File: src/rtl/cpu_pkg.sv
// cpu_pkg: shared definitions for the CPU load/store path.
//   - Fun3 width/signedness encodings (instruction[14:12])
//   - LSU state enumeration
//   - default bus timeout and the timeout counter width
package cpu_pkg;

  localparam logic [2:0] F3_B  = 3'b000;
  localparam logic [2:0] F3_H  = 3'b001;
  localparam logic [2:0] F3_W  = 3'b010;
  localparam logic [2:0] F3_BU = 3'b100;
  localparam logic [2:0] F3_HU = 3'b101;

  // Cycles allowed in BUSY waiting for MIO_ready (legal range 1..1023).
  localparam int TIMEOUT_DEFAULT = 255;
  localparam int CNT_W           = 10;

  typedef enum logic [1:0] {
    IDLE = 2'd0,
    BUSY = 2'd1,
    DONE = 2'd2
  } lsu_state_e;

endpackage

File: src/rtl/lsu_align.sv
// lsu_align: purely combinational lane logic for the load/store unit.
// Ports:
//   fun3, addr_lo, is_store, wdata   - live request (evaluated in IDLE)
//   legal                            - access is encodable and aligned
//   byte_en, store_data              - lane enables and replicated store data
//   rd_fun3, rd_addr_lo, rdata       - latched access info and bus read data
//   load_result                      - selected lane, sign/zero extended
module lsu_align
  import cpu_pkg::*;
(
  input  logic [2:0]  fun3,
  input  logic [1:0]  addr_lo,
  input  logic        is_store,
  input  logic [31:0] wdata,
  input  logic [2:0]  rd_fun3,
  input  logic [1:0]  rd_addr_lo,
  input  logic [31:0] rdata,
  output logic        legal,
  output logic [3:0]  byte_en,
  output logic [31:0] store_data,
  output logic [31:0] load_result
);

  logic [7:0]  rbyte;
  logic [15:0] rhalf;

  // Legality: unsigned widths exist only for loads; halfwords need
  // 2-byte alignment, words need 4-byte alignment.
  always_comb begin
    // NOTE: every always_comb output gets a default first so no path
    // leaves it unassigned, which would infer a latch.
    legal = 1'b0;
    case (fun3)
      F3_B:    legal = 1'b1;
      F3_H:    legal = ~addr_lo[0];
      F3_W:    legal = (addr_lo == 2'b00);
      F3_BU:   legal = ~is_store;
      F3_HU:   legal = ~is_store & ~addr_lo[0];
      default: legal = 1'b0;
    endcase
  end

  // Stores replicate the datum across every lane so the bus slave can
  // pick it up from whichever lane byte_en selects. Loads read all lanes.
  always_comb begin
    byte_en    = 4'b1111;
    store_data = wdata;
    if (is_store) begin
      case (fun3[1:0])
        2'b00: begin
          store_data = {4{wdata[7:0]}};
          byte_en    = 4'b0001 << addr_lo;
        end
        2'b01: begin
          store_data = {2{wdata[15:0]}};
          byte_en    = 4'b0011 << addr_lo;
        end
        default: begin
          store_data = wdata;
          byte_en    = 4'b1111;
        end
      endcase
    end
  end

  // Load extract uses the address/width latched at request time, since the
  // read data arrives cycles later.
  always_comb begin
    case (rd_addr_lo)
      2'd0:    rbyte = rdata[7:0];
      2'd1:    rbyte = rdata[15:8];
      2'd2:    rbyte = rdata[23:16];
      default: rbyte = rdata[31:24];
    endcase
    rhalf = rd_addr_lo[1] ? rdata[31:16] : rdata[15:0];

    case (rd_fun3)
      F3_B:    load_result = {{24{rbyte[7]}}, rbyte};
      F3_BU:   load_result = {24'h0, rbyte};
      F3_H:    load_result = {{16{rhalf[15]}}, rhalf};
      F3_HU:   load_result = {16'h0, rhalf};
      default: load_result = rdata;
    endcase
  end

endmodule

File: src/rtl/my_cpu_lsu.sv
// my_cpu_lsu: load/store unit between the single-cycle datapath and the
// MIO bus. One memory instruction becomes one bus transaction; the datapath
// is stalled until MIO_ready, or until TIMEOUT cycles pass (bus_err).
// Ports:
//   clk, rst_n                      - clock, synchronous active-low reset
//   mem_req, MemRW, Fun3, addr,     - request from decoder/ALU/regfile,
//   wdata                             held stable while stall=1
//   MIO_ready, Data_in              - bus completion strobe and read data
//   bus_req, bus_we, Addr_out,      - bus transaction (registered)
//   Data_out, byte_en
//   load_data, load_valid           - load writeback (valid in DONE)
//   stall                           - combinational pipeline hold
//   misalign, bus_err               - one-cycle error pulses
module my_cpu_lsu
  import cpu_pkg::*;
#(
  parameter int TIMEOUT = TIMEOUT_DEFAULT,
  parameter int ADDR_W  = 32
) (
  input  logic              clk,
  input  logic              rst_n,
  input  logic              mem_req,
  input  logic              MemRW,
  input  logic [2:0]        Fun3,
  input  logic [ADDR_W-1:0] addr,
  input  logic [31:0]       wdata,
  input  logic              MIO_ready,
  input  logic [31:0]       Data_in,
  output logic              bus_req,
  output logic              bus_we,
  output logic [ADDR_W-1:0] Addr_out,
  output logic [31:0]       Data_out,
  output logic [3:0]        byte_en,
  output logic [31:0]       load_data,
  output logic              load_valid,
  output logic              stall,
  output logic              misalign,
  output logic              bus_err
);

  localparam logic [CNT_W-1:0] CNT_LAST = CNT_W'(TIMEOUT - 1);

  lsu_state_e       state, state_next;
  logic [CNT_W-1:0] cnt;
  logic [2:0]       fun3_q;
  logic [1:0]       addr_lo_q;

  logic             legal;
  logic [3:0]       align_be;
  logic [31:0]      align_wd;
  logic [31:0]      align_ld;

  logic             start;
  logic             bad_req;
  logic             finish;
  logic             expire;

  lsu_align u_align (
    .fun3        (Fun3),
    .addr_lo     (addr[1:0]),
    .is_store    (MemRW),
    .wdata       (wdata),
    .rd_fun3     (fun3_q),
    .rd_addr_lo  (addr_lo_q),
    .rdata       (Data_in),
    .legal       (legal),
    .byte_en     (align_be),
    .store_data  (align_wd),
    .load_result (align_ld)
  );

  // State register.
  always_ff @(posedge clk) begin
    // NOTE: state updates use non-blocking assignments, and the reset is
    // sampled here on the clock edge rather than in the sensitivity list.
    if (!rst_n) state <= IDLE;
    else        state <= state_next;
  end

  // Next state and control strobes. MIO_ready is only looked at in BUSY;
  // a ready coinciding with the last timeout cycle completes normally.
  always_comb begin
    state_next = state;
    stall      = 1'b0;
    start      = 1'b0;
    bad_req    = 1'b0;
    finish     = 1'b0;
    expire     = 1'b0;
    case (state)
      IDLE: begin
        if (mem_req) begin
          if (legal) begin
            start      = 1'b1;
            stall      = 1'b1;
            state_next = BUSY;
          end else begin
            bad_req = 1'b1;
          end
        end
      end
      BUSY: begin
        stall = 1'b1;
        if (MIO_ready) begin
          finish     = 1'b1;
          state_next = DONE;
        end else if (cnt == CNT_LAST) begin
          expire     = 1'b1;
          state_next = DONE;
        end
      end
      // The instruction retires here; its mem_req is still high and must
      // not launch a second access.
      DONE:    state_next = IDLE;
      default: state_next = IDLE;
    endcase
  end

  // Bus registers, timeout counter and result/pulse outputs.
  always_ff @(posedge clk) begin
    if (!rst_n) begin
      bus_req    <= 1'b0;
      bus_we     <= 1'b0;
      Addr_out   <= '0;
      Data_out   <= '0;
      byte_en    <= '0;
      load_data  <= '0;
      load_valid <= 1'b0;
      misalign   <= 1'b0;
      bus_err    <= 1'b0;
      cnt        <= '0;
      fun3_q     <= '0;
      addr_lo_q  <= '0;
    end else begin
      // Pulses default low so each lasts exactly one cycle.
      load_valid <= 1'b0;
      misalign   <= 1'b0;
      bus_err    <= 1'b0;

      if (start) begin
        bus_req   <= 1'b1;
        bus_we    <= MemRW;
        Addr_out  <= {addr[ADDR_W-1:2], 2'b00};
        Data_out  <= align_wd;
        byte_en   <= align_be;
        fun3_q    <= Fun3;
        addr_lo_q <= addr[1:0];
        cnt       <= '0;
      end

      if (bad_req) misalign <= 1'b1;

      if (finish) begin
        bus_req    <= 1'b0;
        load_valid <= ~bus_we;
        if (!bus_we) load_data <= align_ld;
      end else if (expire) begin
        bus_req    <= 1'b0;
        load_valid <= ~bus_we;
        load_data  <= '0;
        bus_err    <= 1'b1;
      end else if (state == BUSY) begin
        cnt <= cnt + CNT_W'(1);
      end
    end
  end

endmodule

File: config.mk
export PLATFORM = sky130hd
export DESIGN_NAME = my_cpu_lsu
export DESIGN_NICKNAME = d
export VERILOG_FILES = /design/src/rtl/cpu_pkg.sv /design/src/rtl/lsu_align.sv /design/src/rtl/my_cpu_lsu.sv
export SDC_FILE = /design/constraint.sdc
export NUM_CORES = 1
export LEC_CHECK = 0
export ABC_AREA = 1
export BUFFER_PORTS_ARGS = -buffer_cell sky130_fd_sc_hd__buf_4
export CAP_MARGIN = 20
export CORE_MARGIN = 5
export CORE_UTILIZATION = 50
export CTS_CLUSTER_SIZE = 12
export DETAILED_ROUTE_END_ITERATION = 6
export GPL_TIMING_DRIVEN = 0
export HOLD_SLACK_MARGIN = 0.1
export PLACE_DENSITY_LB_ADDON = 0.05
export SYNTH_ARGS = -nofsm -noshare
export SYNTH_HDL_FRONTEND = slang
export SYNTH_SLANG_ARGS = --single-unit
File: constraint.sdc
create_clock -name clk -period 1.9 [get_ports clk]
set_clock_uncertainty 0.05 [all_clocks]
set_input_delay 0.095 -clock clk [delete_from_list [all_inputs] [get_ports clk]]
set_output_delay 0.095 -clock clk [all_outputs]
set_load 0.01 [all_outputs]
==> key figures <==
Status
  – Status: complete, no violations

Global routing
  – GR Layer Usage met3: 9.37%
  – Initial antenna violation count: 0
  – Met2 usage: 49.6%
  – Vias in the first global route: 6,863
  – Global-route wire length before repair: 33,700 um
  – Layer carrying the most global-route usage: met2
  – Pin count of the biggest net entering global routing: 20
  – GR met1 Demand/Resource: 33.9%
  – Global-route usage over all layers: 29.1%
  – GRT overflow: 0

Timing
  – Final setup violation count: 0
  – Max-slew violation total from the final report: 0
  – Worst rel slew slack: 57.0%
  – Tightest Pin Transition: 0.646 ns
  – Period utilisation layout: 96.8%
  – Final setup TNS: 0 ns
  – Final hold vios: 0
  – RSZ-0062 raised after global routing: false
  – Max Freq: 0.544 GHz
  – Period minus WS final: 1.84 ns

Worst setup path
  – CP max stage delay: 0.55 ns
  – Critical Path AT: 1.69 ns
  – Worst path cell trace: dlygate4sd3_1 -> buf_4 -> or2_1 -> nand2_1 -> nand2_1 -> inv_2 -> nand2_4 -> buf_12 -> nand2_1 -> buf_4
  – Critical path's top delay family: buffers and inverters
  – Worst path required time: 1.75 ns
  – Bufs and invs on worst path: 5
  – RR Startpoint: cnt[1]$_SDFF_PN0_
  – Crit-path slowest cell: dlygate4sd3_1
  – Crit path max fanout: 7
  – Critical Path Start Type: primary input
  – Worst Setup End Kind: output port
  – Critical path type: primary input to output port
  – CP most frequent cell: nand2_1
  – FF-to-FF path depth: 10
  – Reg-to-reg critical path endpoint: load_data[30]$_SDFFE_PN0P_
  – R2r setup slk: 0.16 ns

Layout
  – # diodes: 0
  – Final core utilization: 79.5%
  – Post-route insts no fill: 1,321
  – Layout cells sized above 1: 28.1%
  – Fill count: 792
  – Nets: 1,271
  – Synth-to-layout area growth: 56.0%

Synthesis
  – Yosys reg bits: 120
  – Post-synthesis cell area: 5820 um2
  – Main combinational cell family by area after synthesis: simple AND/OR/NAND/NOR gates
  – Synth Area in Adders: 0.430%
  – Compound-Gate Fraction of Synth Area: 20.6%
  – Syn_area_per_cell: 6.88 um2
  – Mapped Cells: 846
  – Xor/xnor share of the synthesized area: 0%
  – Post-synthesis sequential area ratio: 41.3%
  – Proportion of synthesized area in mux cells: 0%
  – Unique masters post-synth: 40
  – Share of the synthesized area in the top cell type: 41.3%
  – Yosys warns: 0
  – Post-Synth Simple-Gate Area: 28.6%
  – Synth area leaders: dfxtp_1 41%, nand2_1 18%, a21oi_1 9.1%, o21ai_0 6.5%, nor2_1 3.9%
  – Cell taking the most area after synthesis: dfxtp_1

Clocking
  – CTS tree: yes
  – Worst skew pair latency: 0.41 ns
  – Root buf cell: clkbuf_16
  – Clock transition at path regs: 0.05 ns
  – Cts bufs inserted: 17
  – # clock sinks: 120
  – CTS Buffer Depth: 2
  – Total number of H-tree levels: 4

Floorplan
  – Die area: 13,900 um2
  – Floorplan row count: 39
  – Die height: 118 um
  – Num ports: 210
  – Initial Util: 51.0%
  – Core footprint: 11,400 um2
  – Die X: 118 um

Drt
  – WL/cell: 15.7 um
  – Drt pass-1 iters: 5
  – DRC viols: 0
  – Post-Route WL: 20,800 um
  – ANT nets after route: 0
  – Drt via density: 5.27
  – Vias: 6,960
  – Detailed Route Iter0 Violations: 604

Min path
  – Hold Crit Depth: 5
  – HP Class: primary input to flop
  – Hold Path Origin: wdata[10]
  – Worst hold path endpoint: Data_out[10]$_SDFFE_PN0P_

Power
  – PwrDens: 776 nW/um2
  – Power Total: 7.04 mW
  – VDD IR max: 0.705 mV
  – Leakage: 4.07 nW

Place
  – # port buffers: 205
  – HPWL Detailed: 14,000 um
  – GP Congestion: 0.931
  – Cells after DPL: 1,195

Job
  – Max-Cap Viols: 0
[report_power, final]
group          total [mW]  switching [mW]  internal, mW
clock network        3.12            1.16          1.96
logic                1.24           0.651         0.584
registers            2.68          0.0620          2.62
[registers in the layout (all words and copies together) (netlist names)]
| name | count |
|---|---|
| cnt | 10 |
| byte_en | 4 |
| addr_lo_q | 2 |
| Addr_out | 30 |
| bus_we | 1 |
| fun3_q | 3 |
| bus_err | 1 |
| Data_out | 32 |
| misalign | 1 |
| load_valid | 1 |
| load_data | 32 |
| bus_req | 1 |
| state | 2 |
[cells in the final DEF, fill, tap and decap left out, types with 3 or more instances in the layout]
cell type	instances
nor2_1	57
nor3_1	5
clkbuf_16	17
nand3b_1	3
nor2_4	3
inv_1	40
dlygate4sd3_1	91
clkbuf_1	22
nor2_2	4
buf_2	17
nand2_2	17
buf_4	215
o211ai_1	4
nand2_1	281
nand3_1	19
inv_2	5
clkinv_2	3
a21oi_1	106
o22ai_1	6
o21ai_0	76
buf_6	6
clkinvlp_4	4
a21oi_2	21
o21ai_1	4
dfxtp_1	119
[per-stage QoR]
stage               hold WS, ns  area, um2  setup WS (ns)
floorplan                 0.181       5820          0.294
finish                    0.121       9080         0.0601
global route              0.128       9080        0.00224
global placement          0.294       7540         0.0971
CTS                       0.106       9020        0.00867
detailed placement        0.305       7540         0.0750
[cell usage after synthesis]
master,number
buf_2,17
nand2_1,282
clkbuf_1,20
buf_1,2
nand3_2,1
o22ai_1,6
ha_1,2
dfxtp_1,120
o21ai_1,4
clkbuf_4,1
nand3b_1,3
nor2_4,3
buf_6,7
or2_1,2
nand4_4,1
nand4_1,2
nor4_1,1
nand2_4,1
inv_1,40
clkinv_4,1
nor3_1,5
a21boi_0,1
nor2_1,60
nand2_2,17
o211ai_1,4
buf_12,1
nor2_2,1
clkinv_1,1
clkbuf_2,1
nand4_2,1
or2_2,1
inv_2,6
a21o_1,1
conb_1,1
o21ai_0,76
buf_4,6
a21oi_2,21
nand3_1,19
a21oi_1,106
buf_8,1
[worst min-delay path, stage by stage]
cell	delay [ns]
buf_4	0.11
inv_1	0.06
o21ai_0	0.11
nor2_1	0.11
nor2_1	0.05
[per-layer routing]
layer | vias up | wire length (um)
met5 | - | 0
met4 | 0 | 588
met3 | 54 | 1830
met2 | 332 | 10300
met1 | 3197 | 8110
li1 | 3377 | -
[how the worst max path moves through the flow]
stage	slack [ns]	to	start	cells after the start
6_report	0.06	stall	addr[0]	10
3_3_place_gp	0.1	load_data[31]$_SDFFE_PN0P_	cnt[0]$_SDFF_PN0_	11
3_5_place_dp	0.08	load_data[14]$_SDFFE_PN0P_	cnt[0]$_SDFF_PN0_	11
5_1_grt	0.002	Data_out[25]$_SDFFE_PN0P_	Fun3[1]	10
2_1_floorplan	0.29	load_data[28]$_SDFFE_PN0P_	cnt[0]$_SDFF_PN0_	11
4_1_cts	0.009	stall	addr[0]	10
[final cells by class]
class / count / area, um2 / share of cell area, %
inverters: 48 / 188 / 2.07
flip-flops and latches: 120 / 2400 / 26.5
plain buffers: 55 / 344 / 3.79
well taps: 143 / 179 / 1.97
clock inverters: 11 / 123 / 1.35
clock buffers: 21 / 450 / 4.96
multi-input cells: 623 / 2910 / 32.1
repair buffers: 300 / 2480 / 27.3
[cells by family (layout without fill, tap and decap cells)]
| kind of cell | after synthesis | after routing |
|---|---|---|
| and+or+nand+nor | 400 | 400 |
| AOI/OAI and AO/OA | 219 | 219 |
| DFF | 120 | 120 |
| buffers and inverters | 104 | 435 |
| adders and majority gates | 2 | 2 |
| other | 1 | 2 |
[what timing repair did]
| action | 4_1_cts | 5_1_grt |
|---|---|---|
| endpoints found under the setup margin | 1 | 36 |
| pin swaps | 1 | 0 |
| setup buffers | 0 | 4 |
| gates resized for setup | 1 | 11 |
| hold buffers | 91 | 0 |
| endpoints found under the hold margin | 90 | 0 |
(Power assumes the default switching activity.)
